<file path="config.mk">
export PLATFORM = sky130hd
export DESIGN_NAME = bcd_display_scan
export DESIGN_NICKNAME = d
export VERILOG_FILES = /design/src/rtl/bcd_display_scan.sv
export SDC_FILE = /design/constraint.sdc
export NUM_CORES = 1
export LEC_CHECK = 0
export CORE_MARGIN = 8
export CORE_UTILIZATION = 58
export DETAILED_ROUTE_END_ITERATION = 10
export GPL_TIMING_DRIVEN = 0
export PLACE_DENSITY = 0.91
export SLEW_MARGIN = 20
export SYNTH_ARGS = -nofsm -noshare
export SYNTH_HDL_FRONTEND = slang
export SYNTH_SLANG_ARGS = --single-unit
</file>
<file path="constraint.sdc">
create_clock -name CLK -period 4.18 [get_ports CLK]
set_input_delay 0.836 -clock CLK [delete_from_list [all_inputs] [get_ports CLK]]
set_output_delay 0.836 -clock CLK [all_outputs]
set_load 0.02 [all_outputs]
</file>
<file path="src/rtl/bcd_display_scan.sv">
`default_nettype none
// +------------------------------------------------------------------------+
// | Module : bcd_display_scan                                              |
// | Brief  : 3-digit multiplexed 7-segment driver with frame-synchronous   |
// |          double buffering of the hundreds/tens/units BCD digits.       |
// | Ports  : CLK   - system clock, all state on rising edge                 |
// |          RST   - synchronous active-high reset                         |
// |          H/T/O - hundreds/tens/units BCD digits, captured on LOAD      |
// |          LOAD  - one-cycle capture strobe                              |
// |          BUSY  - captured value waiting for the next frame boundary    |
// |          FRAME - one-cycle pulse on the boundary TICK                  |
// |          SEG   - {g,f,e,d,c,b,a}, active-low, registered               |
// |          AN    - {hundreds,tens,units} anode enables, active-low, reg. |
// | Config : LZ_BLANK_EN - leading-zero blanking of hundreds/tens          |
// | Rev    : 1.0 - initial release                                         |
// +------------------------------------------------------------------------+
module bcd_display_scan #(
    parameter int PRESCALE = 50000
) (
    input  logic       CLK,
    input  logic       RST,
    input  logic [3:0] H,
    input  logic [3:0] T,
    input  logic [3:0] O,
    input  logic       LOAD,
    output logic       BUSY,
    output logic       FRAME,
    output logic [6:0] SEG,
    output logic [2:0] AN
);

    localparam int            CW        = (PRESCALE > 1) ? $clog2(PRESCALE) : 1;
    localparam logic [CW-1:0] c_CNT_MAX = CW'(PRESCALE - 1);

    // Scan states. S_DARK is the post-reset slot before the first TICK:
    // nothing is lit yet, and its TICK lights units without ending a frame.
    localparam logic [1:0] S_UNITS    = 2'd0;
    localparam logic [1:0] S_TENS     = 2'd1;
    localparam logic [1:0] S_HUNDREDS = 2'd2;
    localparam logic [1:0] S_DARK     = 2'd3;

    localparam logic [6:0] c_SEG_BLANK = 7'h7F;

    logic [CW-1:0] r_cnt;
    logic [1:0]    r_state;
    logic [1:0]    w_state_next;
    logic          w_tick;
    logic          w_boundary;

    logic [3:0]    r_ph, r_pt, r_po;
    logic [3:0]    r_dh, r_dt, r_do;
    logic [3:0]    w_dh_next, w_dt_next, w_do_next;
    logic          r_pend;

    logic          w_blank_h, w_blank_t;
    logic [6:0]    w_seg_next;
    logic [2:0]    w_an_next;
    logic [6:0]    r_seg;
    logic [2:0]    r_an;

    function automatic logic [6:0] f_decode(input logic [3:0] d);
        case (d)
            4'd0:    f_decode = 7'h40;
            4'd1:    f_decode = 7'h79;
            4'd2:    f_decode = 7'h24;
            4'd3:    f_decode = 7'h30;
            4'd4:    f_decode = 7'h19;
            4'd5:    f_decode = 7'h12;
            4'd6:    f_decode = 7'h02;
            4'd7:    f_decode = 7'h78;
            4'd8:    f_decode = 7'h00;
            4'd9:    f_decode = 7'h10;
            default: f_decode = 7'h3F;  // non-BCD code shows a dash
        endcase
    endfunction

    // ---------------- prescaler ----------------
    assign w_tick = (r_cnt == c_CNT_MAX);

    always_ff @(posedge CLK) begin
        if (RST) begin
            r_cnt <= '0;
        end else if (w_tick) begin
            r_cnt <= '0;
        end else begin
            r_cnt <= r_cnt + CW'(1);
        end
    end

    // ---------------- scan FSM: state register ----------------
    always_ff @(posedge CLK) begin
        if (RST) begin
            r_state <= S_DARK;
        end else begin
            r_state <= w_state_next;
        end
    end

    // ---------------- scan FSM: next state ----------------
    always_comb begin
        w_state_next = r_state;
        if (w_tick) begin
            case (r_state)
                S_UNITS:    w_state_next = S_TENS;
                S_TENS:     w_state_next = S_HUNDREDS;
                default:    w_state_next = S_UNITS;  // hundreds or dark
            endcase
        end
    end

    assign w_boundary = w_tick && (r_state == S_HUNDREDS);

    // ---------------- double buffer ----------------
    // A LOAD on the boundary TICK bypasses the pending buffer entirely so
    // the newest value wins and a stale pending value is never shown.
    always_comb begin
        w_dh_next = r_dh;
        w_dt_next = r_dt;
        w_do_next = r_do;
        if (w_boundary) begin
            if (LOAD) begin
                w_dh_next = H;
                w_dt_next = T;
                w_do_next = O;
            end else if (r_pend) begin
                w_dh_next = r_ph;
                w_dt_next = r_pt;
                w_do_next = r_po;
            end
        end
    end

    always_ff @(posedge CLK) begin
        if (RST) begin
            r_ph   <= '0;
            r_pt   <= '0;
            r_po   <= '0;
            r_dh   <= '0;
            r_dt   <= '0;
            r_do   <= '0;
            r_pend <= 1'b0;
        end else begin
            r_dh <= w_dh_next;
            r_dt <= w_dt_next;
            r_do <= w_do_next;
            if (LOAD && !w_boundary) begin
                r_ph   <= H;
                r_pt   <= T;
                r_po   <= O;
                r_pend <= 1'b1;
            end else if (w_boundary) begin
                r_pend <= 1'b0;
            end
        end
    end

    // ---------------- scan FSM: outputs ----------------
`ifdef LZ_BLANK_EN
    // Only a numeric zero is a leading zero; invalid codes stay visible.
    assign w_blank_h = (w_dh_next == 4'd0);
    assign w_blank_t = w_blank_h && (w_dt_next == 4'd0);
`else
    assign w_blank_h = 1'b0;
    assign w_blank_t = 1'b0;
`endif

    // Computed from the next state and next display values so a frame swap
    // is visible on the very edge that returns the scan to units.
    always_comb begin
        w_seg_next = c_SEG_BLANK;
        w_an_next  = 3'b111;
        case (w_state_next)
            S_UNITS: begin
                w_an_next  = 3'b110;
                w_seg_next = f_decode(w_do_next);
            end
            S_TENS: begin
                w_an_next  = 3'b101;
                w_seg_next = w_blank_t ? c_SEG_BLANK : f_decode(w_dt_next);
            end
            S_HUNDREDS: begin
                w_an_next  = 3'b011;
                w_seg_next = w_blank_h ? c_SEG_BLANK : f_decode(w_dh_next);
            end
            default: begin
                w_an_next  = 3'b111;
                w_seg_next = c_SEG_BLANK;
            end
        endcase
    end

    always_ff @(posedge CLK) begin
        if (RST) begin
            r_seg <= c_SEG_BLANK;
            r_an  <= 3'b111;
        end else if (w_tick) begin
            r_seg <= w_seg_next;
            r_an  <= w_an_next;
        end
    end

    assign SEG   = r_seg;
    assign AN    = r_an;
    assign BUSY  = r_pend;
    assign FRAME = w_boundary;

endmodule
`default_nettype wire

</file>
* After elaboration in Yosys (flattened, before gate mapping)
Memories as Yosys holds them, arrays and structs flattened.
Index checks and enable logic that the tools add are counted.
** Word-level totals
- Register bits :: 53
- Bits in read-only memories :: 336
- Output and inout port bits :: 12
- Logic and storage cells :: 42
- Memories :: 3
** Operators by class
- $add $sub $neg :: 1
- Equal/unequal tests :: 5
- Muxes and demuxes :: 15
- Reduce and logical (&&, ||, !) cells :: 7
** Memory list
- (name not given) :: depth 16, width 7, rd ports 1, clocked after Yosys merged registers in 0, write ports 0, RTL line 62 : case (d)
- (name not given) :: depth 16, width 7, rd ports 1, clocked after Yosys merged registers in 0, write ports 0, RTL line 62
- (name not given) :: depth 16, width 7, rd ports 1, clocked after Yosys merged registers in 0, write ports 0, RTL line 62
** Operators by type and width (number)
- two-way mux 4 bit :: 9
- one-hot mux 7 bit (3 select lines) :: 1
- adder 16 x 1 -> 16 bit, second input constant :: 1
- equality test 16 bit, second input constant :: 1
- one-hot mux 3 bit (3 select lines) :: 1
- equality test 2 x 1 -> 1 bit, second input constant :: 2
- equality test 2 bit, second input constant :: 2
- logical NOT 2 bit :: 2
- one-hot mux 2 bit (2 select lines) :: 1
- logical AND 1 bit :: 2
- two-way mux 1 bit :: 2
- two-way mux 2 bit :: 1
- nonzero test 2 bit :: 1
- OR reduction 2 bit :: 1
- logical NOT 1 bit :: 1

* Depth between registers and ports, before layout
Gate-level depths: netlist of the first run.
- Depth after elaboration :: 5
- Mapped depth :: 14
- Depth with buffers taken out :: 11

* Least setup slack after synthesis of the first run
No wires, ideal clock.
- Path type :: register -> register
- Start point :: register r_cnt[0]
- End point :: register r_seg[5], in the netlist SEG[5]
- Setup time :: 0.120 ns
- Arrival time :: 2.900 ns
- Required time :: 4.060 ns
- Slack :: 1.161 ns
- Stages on the path, launching flop included :: 15
- Buffers on the path :: 3
- Cells stage by stage :: dfxtp_1 -> ha_1 -> and3_1 -> and4_4 -> buf_6 -> buf_6 -> buf_2 -> a31oi_1 -> o221ai_1 -> inv_1 -> ha_1 -> nor4_1 -> a21oi_1 -> o21a_1 -> o31a_1
** Between the ends
- Cells in the longest elaborated chain, start to end :: 5
** Ends and longest elaborated chain
- from (decl) :: RTL line 44 : logic [CW-1:0] r_cnt;
- from (signal assigned) :: RTL line 86 : r_cnt <= r_cnt + CW'(1);
- equality test 16 bit :: RTL line 78 : assign w_tick = (r_cnt == c_CNT_MAX);
- logical AND 1 bit :: RTL line 111 : assign w_boundary = w_tick && (r_state == S_HUNDREDS);
- two-way mux 4 bit :: RTL line 120 : if (w_boundary) begin
- via w_dt_next[0] :: RTL line 52 : logic [3:0] w_dh_next, w_dt_next, w_do_next;
- memory (16 x 7 bit)
- one-hot mux 7 bit (3 select lines) :: RTL line 172 : case (w_state_next)
- to (signal assigned) :: RTL line 194 : r_seg <= c_SEG_BLANK;
- to (signal assigned) :: RTL line 197 : r_seg <= w_seg_next;
- to (decl) :: RTL line 58 : logic [6:0] r_seg;
The timed path passes the listed nets, and every way through them passes these cells.
A chain may end at the register's enable or synchronous reset.

* Worst setup path after layout of the first run
- Start point :: input port LOAD
- End point :: register r_seg[6], in the netlist SEG[6]
** Between the ends
- Cells in the longest elaborated chain, start to end :: 4
** Ends and longest elaborated chain
- from (decl) :: RTL line 25 : input logic LOAD,
- two-way mux 4 bit :: RTL line 121 : if (LOAD) begin
- two-way mux 4 bit :: RTL line 120
- via w_dt_next[0] :: RTL line 52
- memory (16 x 7 bit)
- one-hot mux 7 bit (3 select lines) :: RTL line 172
The timed path passes the listed nets, and every way through them passes these cells.

==> impl_metrics.csv, run 1 <==
group,metric,value,unit
run_status,status,"finished, final reports clean",
placed_design,place_ws,-0.0686,ns
grt,grt-ovfl-total,0,
setup_path,critical_path.max_fanout,10,
routing,vias,2852,
clock_network,cts_resized,0,
logic_synthesis,syn_nets,389,
routing,wl,8030,µm
timing,fmax,0.254,GHz
timing,period_share,94.1,%
logic_synthesis,synth_ff_type,"dfxtp_1",
setup_path,cp-start-kind,"primary input",
timing,rsz0062_at_grt,"false",
floorplanning,io_pins,27,
clock_network,cts_setup_buffers,0,
grt,antenna_found_initial,0,
logic_synthesis,async_flop_share,0,%
timing,hold_viol_final,0,
timing,fin_crit,3.93,ns
cells_and_area,final_layout_size_suffix_gt1_share,12.6,%
power,leakage,1.51,nW
cells_and_area,final_util,66.9,%
clock_network,cts_max_level,2,
timing,max_slew.worst_pin.slew,0.730,ns
grt,grt_first_pass_wirelength,13200,µm
clock_network,cts_tree,"built",
placed_design,hpwl,5940,µm
cells_and_area,num_antenna_cells,0,
cells_and_area,fillCellCount,438,
cells_and_area,layout.cells.non_filler,461,
routing,via_per_inst,6.19,
logic_synthesis,yosysMostFrequentCell,"nor2_1",
clock_network,root_buffer,"clkbuf_8",
logic_synthesis,syn_area,0.00315,mm²
floorplanning,start_util,58.6,%
timing,skew,0.00475,ns
grt,grt_max_degree,18,
cells_and_area,final_nets,422,
clock_network,cts.sinks,53,
logic_synthesis,synth_area_leader_cell,"dfxtp_1",
placed_design,dp_cells,453,
logic_synthesis,synth-edff-count,0,
clock_network,hold_buffers,0,
logic_synthesis,synth.yosys.seq_area_share,33.7,%
floorplanning,dieHeight,89.6,µm
routing,met3_length,545,µm
routing,drcViolationCount,0,
timing,slew_violations,0,
clock_network,cts_buffers,5,
routing,ant_nets,0,
logic_synthesis,synthCells,355,
timing,slew_headroom,51.3,%
setup_path,cp-end-kind,"flip-flop",
timing,finalSetupViolCount,0,
setup_path,cp_data_arrival_time,4.14,ns
setup_path,critPathRequiredTime,4.38,ns
logic_synthesis,ys_seq_elements,53,
grt,grt_use_total,21.3,%
logic_synthesis,synth_top_area_share,33.7,%
placed_design,routabilityCongestion,0.894,
placed_design,io_buffers,26,
hold_path,hp-class,"reg -> reg",
routing,dr.pass1.iters,7,
job,drv_cap,0,
power,power_density,249,mW/mm²
routing,top_layer_used,"met4",
grt,grt_pass1_vias,2805,
cells_and_area,area_delta_synth_final,14.2,%
routing,drtIter0Drc,239,
floorplanning,row_count,27,
floorplanning,dieArea,0.00804,mm²
logic_synthesis,yosys-top-cells-count,"64 x nor2_1, 53 x dfxtp_1, 19 x ha_1",
floorplanning,coreArea,0.00537,mm²
timing,setup_slack,0.247,ns
logic_synthesis,synth_area_leaders,"dfxtp_1 34%, nor2_1 7.6%, ha_1 7.6%, mux2i_1 5.4%, xor2_1 2.8%",
routing,routedWlPerCell,17.4,µm
timing,hold_ws,0.457,ns
clock_network,clock_path_buffers,2,
logic_synthesis,yosys_warnings,0,
clock_network,cts.clk_slew.worst_paths,0.10,ns
routing,m1WireLength,3460,µm
power,ir_worst_vdd,0.172,mV
logic_synthesis,avgSynthCellArea,8.86,µm²
setup_path,worst-setup-path-type,"in -> reg",
logic_synthesis,yosys.cell_types.count,61,
floorplanning,die_x,89.6,µm
clock_network,insertion_delay,0.31,ns
routing,dr_wl_met2,3790,µm
==> cells in the final DEF, fill, tap and decap left out, types with 10 or more instances in the layout <==
cell type,netlist,final
nor2_1,64,64
dfxtp_1,53,53
clkdlybuf4s50_1,0,26
ha_1,19,19
mux2i_1,17,17
inv_1,16,16
nand2_1,10,10
a21oi_1,10,10
a21o_1,10,10
xor2_1,10,10
==> path summary, 6_finish.rpt <==
check,start,end,slack [ns],depth (start not counted)
worst max-delay path,LOAD,SEG[6],0.25,12
worst min-delay path,r_cnt[0],r_cnt[0],0.46,1
worst max register to register,r_cnt[0],SEG[6],0.38,12
worst min register to register,r_cnt[0],r_cnt[0],0.46,1
==> routing by layer <==
metal,up-vias,GRT usage (%)
met5,-,0
met3,26,4.37
met2,130,35.4
met1,1362,25.8
li1,1334,-
met4,0,9.37
==> kinds of logic after synthesis <==
| family | synth area share [%] |
|---|---|
| DFF | 33.7 |
| adders and majority gates | 7.56 |
| buffers and inverters | 5.97 |
| muxes | 6.60 |
| and+or+nand+nor | 20.2 |
| xor gates and xnor gates | 4.18 |
| AOI/OAI and AO/OA | 21.8 |
==> worst max-delay path, cell delays in order <==
cell	delay, ns
clkdlybuf4s50_1	0.52
buf_2	0.26
clkbuf_1	0.29
nor3b_1	0.31
a31oi_1	0.13
o221ai_1	0.27
inv_1	0.18
ha_1	0.25
nor4_1	0.47
a2111oi_2	0.12
a2111oi_2	0.39
o21bai_1	0.10
==> report_power, final <==
part           switching [mW]  total (mW)  internal, mW
Sequential            0.00581       0.520         0.515
Combinational          0.0422      0.0756        0.0334
Clock                   0.181       0.300         0.119
Total                   0.229       0.896         0.667
==> through the flow <==
step	power, mW	instance area (µm²)	setup TNS (ns)
2_1_floorplan	0.575	3150	0
3_3_place_gp	0.603	3500	0
4_1_cts	0.891	3590	0
5_1_grt	0.923	3590	0
3_5_place_dp	0.606	3500	-0.0686
6_report	0.896	3590	0
==> state kept, by name (all words and copies together), names as in the netlist <==
register	count
SEG	7
AN	3
r_ph	4
r_cnt	16
r_dt	4
r_do	4
r_po	4
BUSY	1
r_state	2
r_dh	4
r_pt	4
==> area by class of cell <==
| type | count | area [µm²] | share of cell area [%] |
|---|---|---|---|
| buffer | 23 | 128 | 3.55 |
| clock buffer | 5 | 68.8 | 1.92 |
| clock inverter | 3 | 22.5 | 0.627 |
| inverter | 16 | 60.1 | 1.67 |
| multi-input combinational | 263 | 1900 | 53.0 |
| sequential | 53 | 1060 | 29.5 |
| tap | 72 | 90.1 | 2.51 |
| timing repair buffer | 26 | 260 | 7.24 |
Note: power is estimated with default switching activity, not from simulation.
==> run 2, diff against run 1 <==
--- a/config.mk
+++ b/config.mk
@@ -6,10 +6,10 @@
 export NUM_CORES = 1
 export LEC_CHECK = 0
 export CORE_MARGIN = 8
-export CORE_UTILIZATION = 58
+export CORE_UTILIZATION = 52
 export DETAILED_ROUTE_END_ITERATION = 10
 export GPL_TIMING_DRIVEN = 0
-export PLACE_DENSITY = 0.91
+export PLACE_DENSITY = 0.87
 export SLEW_MARGIN = 20
 export SYNTH_ARGS = -nofsm -noshare
 export SYNTH_HDL_FRONTEND = slang
==> constraint.sdc (replaced) <==
create_clock -name CLK -period 3.4 [get_ports CLK]
set_input_delay 0.68 -clock CLK [delete_from_list [all_inputs] [get_ports CLK]]
set_output_delay 0.68 -clock CLK [all_outputs]
set_load 0.02 [all_outputs]
==> run 2 against run 1 <==
  * Core utilization is 2.9 points lower
  * Total power is 39% higher
  * Design area is 4.8% higher
  * Hold slack better by 0.019 ns
  * Sequential power is 23% higher
  * Clock power is 68% higher
  * Setup slack worse by 0.16 ns
  * Die area is 9.4% higher
  * Largest cell class unchanged
  * Highest routed layer unchanged
==> impl_metrics.csv, run 2 (synthesis gave the netlist of run 1 again) <==
group,metric,value,unit
timing,slew_violations,0,
setup_path,cp-start-kind,"flip-flop",
setup_path,critical_path.max_fanout,10,
clock_network,cts_max_level,2,
timing,skew,0.0101,ns
cells_and_area,area_delta_synth_final,19.7,%
routing,via_per_inst,6.04,
setup_path,critPathRequiredTime,3.60,ns
routing,dr.pass1.iters,6,
grt,grt_pass1_vias,2779,
routing,vias,2834,
cells_and_area,num_antenna_cells,0,
routing,routedWlPerCell,17.5,µm
power,leakage,1.57,nW
run_status,status,"finished, final reports clean",
setup_path,cp_data_arrival_time,3.52,ns
clock_network,hold_buffers,0,
placed_design,dp_cells,456,
job,drv_cap,0,
timing,max_slew.worst_pin.slew,0.573,ns
routing,wl,8200,µm
cells_and_area,regMostFlops,"r_cnt",
cells_and_area,final_util,64.0,%
floorplanning,dieArea,0.00879,mm²
timing,finalSetupViolCount,0,
power,total_power,1.24,mW
placed_design,routabilityCongestion,0.838,
timing,fmax,0.302,GHz
timing,tns,0,ns
floorplanning,die_x,93.8,µm
timing,slew_headroom,61.7,%
clock_network,cts.clk_slew.worst_paths,0.10,ns
clock_network,cts_tree,"built",
floorplanning,start_util,53.4,%
hold_path,hp-class,"reg -> reg",
cells_and_area,final_common_cell,"nor2_1",
clock_network,cts.sinks,53,
floorplanning,io_pins,27,
cells_and_area,final_cell_mix,"64 x nor2_1, 53 x dfxtp_1, 25 x clkdlybuf4s50_1",
floorplanning,dieHeight,93.8,µm
cells_and_area,largest_register_ffs,16,
cells_and_area,final_layout_size_suffix_gt1_share,15.7,%
grt,grt_first_pass_wirelength,13400,µm
cells_and_area,fillCellCount,463,
clock_network,cts_buffers,5,
clock_network,root_buffer,"clkbuf_8",
routing,drtIter0Drc,203,
grt,grt-ovfl-total,0,
grt,antenna_found_initial,0,
timing,period_share,97.5,%
clock_network,clock_path_buffers,2,
power,ir_worst_vdd,0.277,mV
timing,hold_viol_final,0,
cells_and_area,final_nets,427,
timing,fin_crit,3.31,ns
setup_path,cp-end-kind,"flip-flop",
setup_path,worst-setup-path-type,"reg -> reg",
cells_and_area,layout.cells.non_filler,469,
grt,grt_max_degree,17,
floorplanning,row_count,28,
routing,ant_nets,0,
placed_design,hpwl,5840,µm
clock_network,insertion_delay,0.31,ns
placed_design,io_buffers,26,
grt,grt_use_total,18.5,%
floorplanning,coreArea,0.00589,mm²
routing,drcViolationCount,0,
power,power_density,330,mW/mm²
run 2: area by class of cell:
cell class | instances | area (µm²) | share of cell area (%)
Sequential cell | 53 | 1060 | 28.2
Clock buffer | 5 | 68.8 | 1.83
Multi-Input combinational cell | 263 | 1980 | 52.7
Tap cell | 75 | 93.8 | 2.49
Clock inverter | 3 | 65.1 | 1.73
Buffer | 23 | 134 | 3.55
Timing Repair Buffer | 31 | 300 | 7.97
Inverter | 16 | 60.1 | 1.59
run 2: critical path, stage by stage, from the launching register on:
cell and delay (ns):
dfxtp_1 0.38, ha_2 0.23, and3_2 0.24, and4_4 0.27, buf_6 0.16, buf_6 0.16
nand3_1 0.11, a22oi_2 0.40, inv_1 0.14, ha_1 0.24, a31o_2 0.22, a21oi_1 0.21
o21ai_1 0.11, o31a_1 0.32
run 2: worst paths after layout:
path / to / slack, ns / cells after the start / start
setup / recovery: SEG[5] / 0.09 / 13 / r_cnt[0]
hold / removal: r_cnt[0] / 0.48 / 1 / r_cnt[0]
setup reg to reg: SEG[5] / 0.09 / 13 / r_cnt[0]
hold reg to reg: r_cnt[0] / 0.48 / 1 / r_cnt[0]
run 2: layer usage:
layer,up-vias,part of all wire (%),track usage (%)
li1,1349,-,-
met1,1341,44,23.9
met2,128,45,28.9
met3,16,8.2,4.40
met4,0,2.2,7.27
met5,-,0,0
run 2: per-stage QoR:
step	hold WS (ns)	setup slack (ns)	instance area [µm²]
2_1_floorplan	0.418	0.381	3150
3_3_place_gp	0.425	-0.469	3500
3_5_place_dp	0.447	-0.570	3500
4_1_cts	0.476	0.00721	3690
5_1_grt	0.499	-0.0142	3770
6_report	0.476	0.0851	3770
run 2: timing repair:
item | in CTS | in global routing
hold endpoints to repair | 0 | 0
resized for setup | 9 | 10
cloned | 0 | 0
pin swaps | 0 | 4
buffers inserted | 0 | 5
setup endpoints to repair | 2 | 2
run 2: report_power, final:
| part | switching (mW) | total (mW) | internal [mW] |
|---|---|---|---|
| sequential | 0.00762 | 0.640 | 0.633 |
| combinational | 0.0552 | 0.0972 | 0.0421 |
| clock | 0.211 | 0.504 | 0.293 |
| total | 0.274 | 1.24 | 0.967 |
